<file path="src/rtl/axis_packet_tx.sv">
// axis_packet_tx: frames a raw payload stream into len-beat AXI-Stream packets with tlast,
// driving a stable {k,len} packet_config while each packet is in flight.
module axis_packet_tx #(
    parameter int Data_width = 8,
    parameter int Max_len    = 64
) (
    input  logic                    clk,
    input  logic                    rst,
    input  logic [Data_width-1:0]   cfg_k,
    input  logic [Data_width-1:0]   cfg_len,
    input  logic                    cfg_valid,
    output logic                    cfg_ready,
    input  logic [Data_width-1:0]   s_axis_tdata,
    input  logic                    s_axis_tvalid,
    output logic                    s_axis_tready,
    output logic [Data_width-1:0]   m_axis_tdata,
    output logic                    m_axis_tvalid,
    output logic                    m_axis_tlast,
    input  logic                    m_axis_tready,
    output logic [2*Data_width-1:0] packet_config,
    output logic [15:0]             pkt_count,
    output logic                    cfg_err,
    output logic                    busy
);
    typedef enum logic [1:0] {IDLE, SEND, DRAIN} state_t;
    localparam logic [Data_width-1:0] MAX_LEN_W = Data_width'(Max_len);
    state_t                  state_q, state_d;
    logic [Data_width-1:0]   cnt_q, cnt_d, tdata_q, tdata_d;
    logic                    tvalid_q, tvalid_d, tlast_q, tlast_d, cfg_err_q, cfg_err_d;
    logic [2*Data_width-1:0] pcfg_q, pcfg_d;
    logic [15:0]             pkt_count_q, pkt_count_d;
    logic                    cfg_legal, in_fire, out_fire, beat_last;
    assign cfg_ready     = state_q == IDLE;
    assign busy          = state_q != IDLE;
    assign s_axis_tready = (state_q == SEND) && (!tvalid_q || m_axis_tready);
    assign in_fire       = s_axis_tvalid && s_axis_tready;
    assign out_fire      = tvalid_q && m_axis_tready;
    assign beat_last     = cnt_q == pcfg_q[Data_width-1:0] - 1'b1;
    assign cfg_legal     = (cfg_len != '0) && (cfg_len <= MAX_LEN_W) && (cfg_k < cfg_len);
    assign m_axis_tdata  = tdata_q;
    assign m_axis_tvalid = tvalid_q;
    assign m_axis_tlast  = tlast_q;
    assign packet_config = pcfg_q;
    assign pkt_count     = pkt_count_q;
    assign cfg_err       = cfg_err_q;
    always_comb begin
        state_d     = state_q;
        cnt_d       = in_fire ? cnt_q + 1'b1 : cnt_q;
        tdata_d     = in_fire ? s_axis_tdata : tdata_q;
        tlast_d     = in_fire ? beat_last : tlast_q;
        tvalid_d    = in_fire || (tvalid_q && !out_fire);
        pcfg_d      = pcfg_q;
        pkt_count_d = pkt_count_q;
        cfg_err_d   = 1'b0;
        case (state_q)
            IDLE: begin
                if (cfg_valid && cfg_legal) begin
                    pcfg_d  = {cfg_k, cfg_len};
                    cnt_d   = '0;
                    state_d = SEND;
                end
                cfg_err_d = cfg_valid && !cfg_legal;
            end
            SEND:  state_d = (in_fire && beat_last) ? DRAIN : SEND;
            DRAIN: begin
                // packet_config stays put until the final beat has actually left
                if (out_fire && tlast_q) begin
                    pkt_count_d = pkt_count_q + 16'd1;
                    state_d     = IDLE;
                end
            end
            default: state_d = IDLE;
        endcase
    end
    always_ff @(posedge clk or negedge rst) begin
        if (!rst) begin
            state_q     <= IDLE;
            cnt_q       <= '0;
            tdata_q     <= '0;
            tvalid_q    <= 1'b0;
            tlast_q     <= 1'b0;
            pcfg_q      <= '0;
            pkt_count_q <= '0;
            cfg_err_q   <= 1'b0;
        end else begin
            state_q     <= state_d;
            cnt_q       <= cnt_d;
            tdata_q     <= tdata_d;
            tvalid_q    <= tvalid_d;
            tlast_q     <= tlast_d;
            pcfg_q      <= pcfg_d;
            pkt_count_q <= pkt_count_d;
            cfg_err_q   <= cfg_err_d;
        end
    end
endmodule
</file>
<file path="config.mk">
export PLATFORM = sky130hd
export DESIGN_NAME = axis_packet_tx
export DESIGN_NICKNAME = d
export VERILOG_FILES = /design/src/rtl/axis_packet_tx.sv
export SDC_FILE = /design/constraint.sdc
export NUM_CORES = 1
export LEC_CHECK = 0
export CAP_MARGIN = 20
export CORE_ASPECT_RATIO = 0.8
export CORE_MARGIN = 4
export CORE_UTILIZATION = 45
export CTS_BUF_LIST = sky130_fd_sc_hd__clkbuf_8
export DETAILED_ROUTE_END_ITERATION = 8
export GPL_ROUTABILITY_DRIVEN = 0
export PLACE_DENSITY = 0.83
export SKIP_CTS_REPAIR_TIMING = 1
export SLEW_MARGIN = 10
export SYNTH_ARGS = -nofsm -noshare
export SYNTH_HDL_FRONTEND = slang
export SYNTH_SLANG_ARGS = --single-unit
</file>
<file path="constraint.sdc">
create_clock -name clk -period 1.8 [get_ports clk]
set_input_delay 0.36 -clock clk [delete_from_list [all_inputs] [get_ports clk]]
set_output_delay 0.36 -clock clk [all_outputs]
set_load 0.01 [all_outputs]
</file>
Word level (Yosys, flattened, before mapping)
Index checks and enable logic that the tools add are counted.
{"block": "classes", "add_sub_neg": 3, "multipliers": 0, "n_div": 0, "order_cmp": 2, "n_eq_ne": 5, "n_shift": 0, "mux": 8, "n_bitwise": 0, "reduce_logical": 21}
{"operator": "8-bit 2-to-1 mux", "n": 3}
{"operator": "16-bit by 1-bit adder with 16-bit output (second input constant)", "n": 1}
{"operator": "1-bit logical AND", "n": 10}
{"operator": "8-bit by 1-bit adder with 8-bit output (second input constant)", "n": 1}
{"operator": "8-bit == test", "n": 1}
{"operator": "8-bit by 7-bit less-or-equal comparator with 1-bit output (second input constant)", "n": 1}
{"operator": "8-bit less-than comparator", "n": 1}
{"operator": "8-bit nonzero test", "n": 1}
{"operator": "8-bit by 1-bit subtractor with 8-bit output (second input constant)", "n": 1}
{"operator": "2-bit 2-to-1 mux", "n": 3}
{"operator": "2-bit case mux with 3 select lines", "n": 1}
{"operator": "2-bit AND reduction", "n": 3}
{"operator": "1-bit logical NOT", "n": 3}
{"operator": "2-bit by 1-bit == test with 1-bit output (second input constant)", "n": 1}
{"operator": "2-bit == test (second input constant)", "n": 1}
{"operator": "2-bit logical NOT", "n": 1}
{"operator": "1-bit logical OR", "n": 2}
{"operator": "2-bit by 1-bit inequality test with 1-bit output (second input constant)", "n": 1}
{"operator": "2-bit inequality test (second input constant)", "n": 1}
{"operator": "2-bit nonzero test", "n": 1}
{"operator": "1-bit 2-to-1 mux", "n": 1}
{"block": "totals", "regBits": 53, "latchBits": 0, "ram_bits": 0, "rom_bits": 0, "in_bits": 29, "output_inout_bits": 46, "n_memories": 0}

Longest topological paths before layout
{"block": "logic_depth", "ltp_word": 7, "mapped_depth": 8, "ltp_nobuf": 7}

Worst setup path after synthesis
No wires, ideal clock.
{"block": "synth_path", "path_kind": "input-to-reg", "startpoint": "input port cfg_len[2]", "endpoint": "register pcfg_q[10], in the netlist packet_config[10]", "arrival_ns": 2.012, "required_ns": 1.675, "setup_slack_ns": -0.337, "path_stages": 8, "path_buffers": 1, "path_cell_list": "inv_1 ha_1 a211o_1 a31oi_1 or4_1 nand4_4 buf_6 mux2_4"}
{"block": "synth_between", "elab_chain_cells": 5, "word_cells_on_any_way": 7, "classes_between": "order compare (2); reduce/logical (5)"}
{"item": "from (decl)", "line": "10", "source": "input logic [Data_width-1:0] cfg_len,"}
{"item": "8-bit by 7-bit less-or-equal comparator with 1-bit output / 8-bit nonzero test (equally long branches)", "line": "39", "source": "assign cfg_legal = (cfg_len != '0) && (cfg_len <= MAX_LEN_W) && (cfg_k < cfg_len);"}
{"item": "1-bit logical AND", "line": "39"}
{"item": "1-bit logical AND *", "line": "39"}
{"item": "1-bit logical AND *", "line": "57", "source": "if (cfg_valid && cfg_legal) begin"}
{"item": "2-bit AND reduction (no line) *"}
{"item": "to (signal assigned)", "line": "91", "source": "pcfg_q <= pcfg_d;"}
{"item": "to (decl)", "line": "30", "source": "logic [2*Data_width-1:0] pcfg_q, pcfg_d;"}
Mark *: on every way between the ends. The rest lies on a longest branch, timed or not.
A chain may end at the register's enable or synchronous reset.

Final worst setup path
{"block": "layout_path", "startpoint": "input port cfg_len[2]", "endpoint": "register pcfg_q[8], in the netlist packet_config[8]"}
The elaborated chain is that of the path after synthesis.

==> load_flow_metrics.sql <==
INSERT INTO impl_metrics (metric_group, metric, value, unit) VALUES
('detailed_routing', 'dr.pass1.iters', '4', ''),
('die', 'coreArea', '5615', 'µm²'),
('place', 'placed_cells', '420', ''),
('sta', 'timing.fmax', '465.8', 'MHz'),
('power_and_ir_drop', 'vdd_drop_max', '0.0007542', 'V'),
('critical_path', 'worst_path_max_delay_cell', 'sky130_fd_sc_hd__or4_4', ''),
('logic_synthesis', 'netlist_top_cells_area', 'sky130_fd_sc_hd__dfrtp_1, sky130_fd_sc_hd__xnor2_1, sky130_fd_sc_hd__nand2_1', ''),
('critical_path', 'startpoint_type', 'input port', ''),
('place', 'dp_hpwl', '4832', 'µm'),
('power_and_ir_drop', 'pwr_density_cell', '1182', 'nW/µm²'),
('global_routing', 'grt_max_degree', '54', ''),
('logic_synthesis', 'synth-async-reset-ratio', '100.0', '%'),
('detailed_routing', 'route.detailed.drc', '0', ''),
('cells_and_area', 'syn_to_final_growth', '51.35', '%'),
('critical_path', 'critPathCaptureType', 'flip-flop', ''),
('critical_path', 'worst_path_most_repeated_cell', 'sky130_fd_sc_hd__buf_6', ''),
('sta', 'fin_crit', '2147', 'ps'),
('hold_path', 'hold_path.class', 'in2async', ''),
('power_and_ir_drop', 'p_leak', '2.037', 'nW'),
('sta', 'worst_case_hold_slack', '9.057', 'ps'),
('logic_synthesis', 'yosys.area.top_type', 'sky130_fd_sc_hd__dfrtp_1', ''),
('logic_synthesis', 'synth.yosys.seq_area_share', '49.30', '%'),
('die', 'die_width', '94.45', 'µm'),
('logic_synthesis', 'net_count_synth', '285', ''),
('clocking', 'cts_buffer_depth', '2', ''),
('sta', 'setup_viol', '30', ''),
('sta', 'max_slew_margin', '62.52', '%'),
('detailed_routing', 'avgRoutedWirePerCell', '15.09', 'µm'),
('global_routing', 'grt.overflow.total', '0', ''),
('detailed_routing', 'antenna_left', '0', ''),
('logic_synthesis', 'syn_avg_cell_area', '10.94', 'µm²'),
('global_routing', 'grt_util_all_layers', '18.11', '%'),
('clocking', 'cts_max_level', '2', ''),
('die', 'initial_util', '47.91', '%'),
('cells_and_area', 'layout.filler_cells', '390', ''),
('critical_path', 'worstPathMaxFanout', '6', ''),
('clocking', 'clock_latency', '310', 'ps'),
('die', 'die_area', '7287', 'µm²'),
('detailed_routing', 'detailroute.via_count', '2167', ''),
('status', 'failing_checks', 'setup timing', ''),
('clocking', 'root_buffer', 'sky130_fd_sc_hd__clkbuf_8', ''),
('logic_synthesis', 'postSynthRegisterBits', '53', ''),
('critical_path', 'timing.critical_path.max_delay_family', 'simple AND/OR/NAND/NOR gates', ''),
('critical_path', 'critPathBufInv', '3', ''),
('critical_path', 'critPathMaxStageDelay', '530', 'ps'),
('logic_synthesis', 'netlist.area_leader.share', '49.30', '%'),
('cells_and_area', 'layout-drive-gt1-share', '23.94', '%'),
('sta', 'worstMarginPinSlew', '557.1', 'ps'),
('place', 'placement.io_buffers', '74', ''),
('clocking', 'clkSlewWorstSetupHoldPaths', '110', 'ps'),
('detailed_routing', 'post_drt_via_cell_ratio', '5.005', ''),
('status', 'result_of_the_run', 'finished with violations', ''),
('die', 'rows', '24', ''),
('sta', 'final_min_period_over_clock_period', '119.3', '%'),
('logic_synthesis', 'synth-edff-count', '0', ''),
('power_and_ir_drop', 'power.total', '0.004811', 'W'),
('sta', 'hold_viol_final', '0', ''),
('global_routing', 'grt_first_pass_wirelength', '10560', 'µm'),
('sta', 'skew', '5.798', 'ps'),
('cells_and_area', 'finalNonFillerCells', '433', ''),
('clocking', 'cts_tree', 'done', ''),
('global_routing', 'initial_antenna_violation_count', '0', ''),
('sta', 'totalNegativeSetupSlack', '-7875', 'ps'),
('sta', 'setup_slack', '-346.7', 'ps'),
('logic_synthesis', 'syn_area', '2690', 'µm²'),
('die', 'die_h', '77.16', 'µm'),
('clocking', 'clock-sinks', '53', ''),
('run', 'cap_viol_max_count', '0', ''),
('clocking', 'cts-buffers-inserted', '5', ''),
('cells_and_area', 'num_antenna_cells', '0', ''),
('cells_and_area', 'multiInputGateArea', '1423', 'µm²');
logic make-up after synthesis:
logic type	Yosys count	synth area share (%)
buf+inv	18	2.791
flops	53	49.30
simple gates	102	20.70
xor+xnor	30	9.767
compound gates	17	4.884
fa+ha+maj	10	4.651
mux	16	7.907
state kept, by name (all words and copies together), names as in the netlist:
register	count
cfg_err	1
m_axis_tdata	8
cnt_q	8
state_q	2
m_axis_tvalid	1
packet_config	16
pkt_count	16
m_axis_tlast	1
layout make-up:
type | instances | share of cell area, %
clock inverter | 3 | 0.6146
tap | 78 | 2.397
timing repair buffer | 108 | 26.67
sequential | 53 | 32.67
multi-input combinational | 175 | 34.94
clock buffer | 5 | 1.690
inverter | 11 | 1.014
where the power goes:
part	switching (W)	total, W	internal (W)
registers	0.000310	0.00183	0.00152
logic	0.000917	0.00226	0.00134
clock network	0.000434	0.000719	0.000285
placed cells by master (no fill, tap or decap), types with 5 or more instances in the layout:
master                            count
sky130_fd_sc_hd__clkdlybuf4s50_1     56
sky130_fd_sc_hd__dfrtp_1             50
sky130_fd_sc_hd__nand2_1             40
sky130_fd_sc_hd__buf_4               28
sky130_fd_sc_hd__xnor2_1             22
sky130_fd_sc_hd__dlymetal6s2s_1      16
sky130_fd_sc_hd__and2_1              10
sky130_fd_sc_hd__inv_1                9
sky130_fd_sc_hd__mux2_4               9
sky130_fd_sc_hd__and3_1               8
sky130_fd_sc_hd__nand4_1              8
sky130_fd_sc_hd__xor2_1               8
sky130_fd_sc_hd__mux2_2               6
sky130_fd_sc_hd__nand2b_1             5
sky130_fd_sc_hd__nor2_1               5
sky130_fd_sc_hd__ha_1                 5
sky130_fd_sc_hd__clkbuf_8             5
final timing paths:
check / slack (ps) / depth (start not counted) / end / startpoint
worst max-delay path: -350 / 8 / packet_config[8] / cfg_len[2]
worst min-delay path: 9 / 2 / m_axis_tdata[0] / rst
worst max register to register: -300 / 6 / m_axis_tlast / packet_config[1]
worst min register to register: 480 / 1 / pkt_count[15] / pkt_count[15]
max in group asynchronous: 1520 / 2 / packet_config[4] / rst
min in group clk: 340 / 2 / packet_config[9] / cfg_k[1]
through the flow:
step / cell area [µm²] / util [%]
floorplan: 2721 / -
global placement: 3760 / 66.96
detailed placement: 3760 / 66.96
CTS: 3854 / 68.63
global route: 4071 / 72.50
finish: 4071 / 72.50
metal layers:
| metal | vias to the layer above | GRT usage [%] | wire length (µm) |
|---|---|---|---|
| li1 | 1048 | - | - |
| met1 | 1051 | 24.21 | 2874 |
| met2 | 62 | 29.04 | 3202 |
| met3 | 6 | 4.892 | 392 |
| met4 | 0 | 4.618 | 63 |
| met5 | - | 0 | 0 |
Note: power is estimated with default switching activity, not from simulation.
